$ cat config.mk
export PLATFORM = sky130hd
export DESIGN_NAME = ifmap_read_sequencer
export DESIGN_NICKNAME = d
export VERILOG_FILES = /design/src/rtl/ifmap_read_sequencer_pkg.sv /design/src/rtl/ifmap_read_sequencer.sv
export SDC_FILE = /design/constraint.sdc
export NUM_CORES = 1
export LEC_CHECK = 0
export ABC_AREA = 1
export ABC_CLOCK_PERIOD_IN_PS = 6600
export CAP_MARGIN = 20
export CORE_MARGIN = 10
export CORE_UTILIZATION = 40
export CTS_CLUSTER_DIAMETER = 40
export CTS_CLUSTER_SIZE = 40
export DETAILED_ROUTE_END_ITERATION = 8
export PLACE_DENSITY = 0.56
export SYNTH_ARGS = -nofsm -noshare
export SYNTH_HDL_FRONTEND = slang
export SYNTH_SLANG_ARGS = --single-unit
export TNS_END_PERCENT = 5
$ cat constraint.sdc
create_clock -name clk -period 6.6 [get_ports clk]
set_input_delay 0.66 -clock clk [delete_from_list [all_inputs] [get_ports clk]]
set_output_delay 0.66 -clock clk [all_outputs]
set_load 0.01 [all_outputs]
$ cat src/rtl/ifmap_read_sequencer_pkg.sv
// Shared accelerator definitions for the ifmap read sequencer: sequencer states,
// default counter widths and the bit layout of the packed configuration word.
package ifmap_read_sequencer_pkg;

  localparam int DEF_COUNT_WIDTH = 24;
  localparam int DEF_TILE_WIDTH  = 16;

  // NUM_TILES sits in the low bits of config_data; READS_PER_TILE sits directly above it.
  localparam int CFG_TILES_LSB = 0;

  typedef enum logic [1:0] {
    ST_IDLE      = 2'd0,
    ST_WAIT_BANK = 2'd1,
    ST_READ      = 2'd2,
    ST_DRAIN     = 2'd3
  } seq_state_e;

  function automatic int cfg_reads_lsb(input int tile_width);
    return CFG_TILES_LSB + tile_width;
  endfunction

endpackage

$ cat src/rtl/ifmap_read_sequencer.sv
// Paces ifmap buffer reads tile by tile: adr_en is combinational, rd_valid/tile_last follow one cycle later.
// A stall holds the sequencer in READ; an empty bank holds it in WAIT_BANK with adr_en low.
module ifmap_read_sequencer
  import ifmap_read_sequencer_pkg::*;
#(
  parameter int COUNT_WIDTH = DEF_COUNT_WIDTH,
  parameter int TILE_WIDTH  = DEF_TILE_WIDTH
) (
  input  logic                              clk,
  input  logic                              rst_n,
  input  logic                              config_en,
  input  logic [COUNT_WIDTH+TILE_WIDTH-1:0] config_data,
  input  logic                              start,
  input  logic                              bank_ready,
  input  logic                              stall,
  output logic                              adr_en,
  output logic                              rd_valid,
  output logic                              tile_last,
  output logic                              bank_release,
  output logic                              busy,
  output logic                              done
);

  localparam int READS_LSB = cfg_reads_lsb(TILE_WIDTH);

  seq_state_e             state_q, state_d;
  logic [COUNT_WIDTH-1:0] cfg_reads_q, cfg_reads_d;
  logic [TILE_WIDTH-1:0]  cfg_tiles_q, cfg_tiles_d;
  logic [COUNT_WIDTH-1:0] rd_cnt_q, rd_cnt_d;
  logic [TILE_WIDTH-1:0]  tile_cnt_q, tile_cnt_d;
  logic                   rd_valid_q, rd_valid_d;
  logic                   tile_last_q, tile_last_d;
  logic                   done_q, done_d;

  logic [COUNT_WIDTH-1:0] reads_last;
  logic [TILE_WIDTH-1:0]  tiles_last;
  logic                   final_read;

  assign reads_last = cfg_reads_q - COUNT_WIDTH'(1);
  assign tiles_last = cfg_tiles_q - TILE_WIDTH'(1);
  assign adr_en     = (state_q == ST_READ) && !stall;
  assign final_read = adr_en && (rd_cnt_q == reads_last);

  always_comb begin
    state_d     = state_q;
    cfg_reads_d = cfg_reads_q;
    cfg_tiles_d = cfg_tiles_q;
    rd_cnt_d    = rd_cnt_q;
    tile_cnt_d  = tile_cnt_q;
    done_d      = 1'b0;
    rd_valid_d  = adr_en;
    tile_last_d = final_read;

    unique case (state_q)
      ST_IDLE: begin
        // A start that coincides with a config load is dropped; the load still happens.
        if (config_en) begin
          cfg_reads_d = config_data[READS_LSB +: COUNT_WIDTH];
          cfg_tiles_d = config_data[CFG_TILES_LSB +: TILE_WIDTH];
        end else if (start) begin
          if ((|cfg_reads_q) && (|cfg_tiles_q)) begin
            state_d    = ST_WAIT_BANK;
            rd_cnt_d   = '0;
            tile_cnt_d = '0;
          end else begin
            done_d = 1'b1;
          end
        end
      end
      ST_WAIT_BANK: begin
        if (bank_ready) state_d = ST_READ;
      end
      ST_READ: begin
        if (final_read) begin
          rd_cnt_d = '0;
          state_d  = ST_DRAIN;
        end else if (adr_en) begin
          rd_cnt_d = rd_cnt_q + COUNT_WIDTH'(1);
        end
      end
      ST_DRAIN: begin
        if (tile_cnt_q == tiles_last) begin
          tile_cnt_d = '0;
          done_d     = 1'b1;
          state_d    = ST_IDLE;
        end else begin
          tile_cnt_d = tile_cnt_q + TILE_WIDTH'(1);
          state_d    = ST_WAIT_BANK;
        end
      end
      default: state_d = ST_IDLE;
    endcase
  end

  always_ff @(posedge clk or negedge rst_n) begin
    if (!rst_n) begin
      state_q     <= ST_IDLE;
      cfg_reads_q <= '0;
      cfg_tiles_q <= '0;
      rd_cnt_q    <= '0;
      tile_cnt_q  <= '0;
      rd_valid_q  <= 1'b0;
      tile_last_q <= 1'b0;
      done_q      <= 1'b0;
    end else begin
      state_q     <= state_d;
      cfg_reads_q <= cfg_reads_d;
      cfg_tiles_q <= cfg_tiles_d;
      rd_cnt_q    <= rd_cnt_d;
      tile_cnt_q  <= tile_cnt_d;
      rd_valid_q  <= rd_valid_d;
      tile_last_q <= tile_last_d;
      done_q      <= done_d;
    end
  end

  assign rd_valid     = rd_valid_q;
  assign tile_last    = tile_last_q;
  assign bank_release = (state_q == ST_DRAIN);
  assign busy         = (state_q != ST_IDLE);
  assign done         = done_q;

endmodule
==> impl_metrics.tcl <==
set metrics [dict create \
    status "complete, no violations" \
    wl_per_cell_um 15.0 \
    grtUsageTotal_pct 16.4 \
    path_class "reg -> reg" \
    synthTopCellsByArea "dfrtp_1 34%, nand2_1 16%, xor2_1 6.6%" \
    startpoint_type "register" \
    seq_area_mm2 0.00213 \
    finalSetupTns_ns 0 \
    finalWirelength_um 17300 \
    hold_viol 0 \
    drtAntennaViolNets 0 \
    die_x_um 145 \
    grt_pass1_wl_um 28500 \
    grt_pass1_vias 5428 \
    fin_worst_skew_ns 0.00965 \
    synth.top_cell.area_share_pct 34.1 \
    worst_pin_slew_ns 0.917 \
    n_antenna_cell 0 \
    cts_setup_buffers 0 \
    ys_seq_elements 85 \
    cts_sinks 85 \
    p_leak_nw 3.37 \
    synth_top_area_cell "dfrtp_1" \
    vias 5708 \
    drive_above_1_share_pct 8.90 \
    yosysWarnings 0 \
    fin_crit_ns 3.69 \
    arrival_ns 3.89 \
    rows 45 \
    antenna_found_initial 0 \
    multiInputGateArea_mm2 0.00359 \
    slew_violations 0 \
    numCtsBuffers 9 \
    final_nets 995 \
    hold_slack_ns 0.218 \
    drc 0 \
    endpoint_kind "register" \
    pwr_density_cell_mw_per_mm2 386 \
    viasPerCell 4.94 \
    start_util_pct 40.9 \
    cts_tree "yes" \
    die_area_mm2 0.0210 \
    portBuffers 51 \
    die_y_um 145 \
    core_mm2 0.0153 \
    clk_latency_ns 0.35 \
    cts-resized-gates 0 \
    hold_class "in -> async" \
    ctsHoldBuffers 0 \
    gp_congestion 0.937 \
    cp.required_ns 6.80 \
    clkTransAtPathRegs_ns 0.07 \
    synth.distinct_cells 40 \
    area_growth_pct 15.7 \
    final.period_utilization_pct 55.9 \
    fillers 1558 \
    postSynthAreaPerCell_um2 6.99 \
    ys_seq_area_share_pct 34.1 \
    synth_area_mm2 0.00624 \
    maxCapViolations 0 \
    ioPinCount 52 \
    max_slew_margin_pct 38.8 \
    drt-initial-drc-count 316 \
    synth_nets 949 \
    grt_start_max_net_pins 62 \
    cp_max_fo 21 \
    h-tree-depth 3 \
    cts-root-buf "clkbuf_16" \
    grt_setup_unrepaired "false" \
    max_freq_mhz 271 \
    syn_inst 893 \
    place_hpwl_um 13800 \
    ir_worst_vdd_mv 0.185 \
    first_pass_iters 5 \
    cts_buffer_depth 2 \
    grt_overflow 0 \
    setup_viol_count_final 0 \
]
-- cell usage after synthesis, drive strengths merged --
cell and instances:
a21oi 37, and2 1, and3 4, and3b 1, buf 10, clkbuf 10
clkinv 1, dfrtp 85, ha 10, inv 106, nand2 280, nand3 69
nand3b 8, nand4 28, nor2 105, nor3 16, nor3b 3, nor4 7
o211ai 1, o21a 1, o21ai 45, o21bai 1, or2 2, xnor2 13
xor2 49
-- power by group --
| part | internal, W | switching (W) | total, W |
|---|---|---|---|
| logic | 0.000457 | 0.000967 | 0.00142 |
| registers | 0.000657 | 0.000182 | 0.000839 |
| clock network | 0.000299 | 0.000226 | 0.000525 |
| total | 0.00141 | 0.00138 | 0.00279 |
-- layout by cell type, fill, tap and decap left out, types with 4 or more instances in the layout --
master             n
nor4_1             7
nand3_1           64
inv_6              4
inv_2              8
o21ai_0           44
a21oi_1           16
nand2_2            7
nor2_1            90
clkbuf_16          9
a21oi_2           21
nand2_1          270
nand4_1           28
nor3_1            16
ha_1              10
buf_4              5
inv_1             98
xor2_1            47
and3_1             4
nor2_2            10
clkdlybuf4s50_1   50
xnor2_1           13
dfrtp_1           85
nand3b_1           8
-- metrics by stage --
stage	cells	util [%]	power (W)	worst slack [ns]	instance area, µm²
2_1_floorplan	893	-	0.00191	4.51	6240
3_3_place_gp	1139	45.3	0.00227	2.62	6920
3_5_place_dp	1139	45.3	0.00227	2.62	6920
4_1_cts	1155	47.3	0.00281	2.89	7220
5_1_grt	1155	47.3	0.00306	2.50	7220
6_report	1155	47.3	0.00279	2.91	7220
-- final timing paths --
check,start,to,slack [ns],cells after the start
min in group clk,cfg_reads_q[23]$_DFFE_PN0P_,cfg_reads_q[23]$_DFFE_PN0P_,0.54,2
max reg2reg,state_q[0]$_DFFE_PN0P_,rd_cnt_q[6]$_DFFE_PN0P_,2.91,8
max in group asynchronous,rst_n,cfg_reads_q[11]$_DFFE_PN0P_,5.24,2
max,state_q[0]$_DFFE_PN0P_,rd_cnt_q[6]$_DFFE_PN0P_,2.91,8
min reg2reg,cfg_reads_q[23]$_DFFE_PN0P_,cfg_reads_q[23]$_DFFE_PN0P_,0.54,2
min,rst_n,cfg_tiles_q[1]$_DFFE_PN0P_,0.22,1
-- worst max-delay path, stage by stage (launching register included) --
cell	delay, ns
dfrtp_1	0.42
inv_1	0.11
ha_1	0.27
nand2_1	0.52
nand4_1	0.80
inv_1	0.98
nand2_1	0.15
o21ai_0	0.24
a21oi_2	0.04
-- area by class of cell --
type                       instances  area share (%)
timing repair buffer              55            7.45
clock buffer                       9            3.12
sequential                        85            29.4
clock inverter                     7            1.09
inverter                         107            5.56
tap                              211            3.65
multi-input combinational        681            49.7
-- sequential cells by signal, indices dropped and copies added (netlist names) --
signal       flops
cfg_reads_q     24
cfg_tiles_q     16
done             1
tile_last        1
rd_cnt_q        24
tile_cnt_q      16
rd_valid         1
state_q          2
-- logic make-up after synthesis --
kind of cell    Yosys count  share of synthesized area (%)
compound gates           85                           8.19
simple gates            524                           38.3
xor+xnor                 62                           8.94
flops                    85                           34.1
fa+ha+maj                10                           2.00
buf+inv                 127                           8.48
-- per-layer routing --
metal / vias up / GRT usage (%) / part of all wire, %
li1: 2944 / - / -
met1: 2630 / 23.3 / 50
met2: 120 / 24.7 / 44
met3: 14 / 3.57 / 4.7
met4: 0 / 3.98 / 1.4
met5: - / 0 / 0
Power figures use the tool's default switching activity.
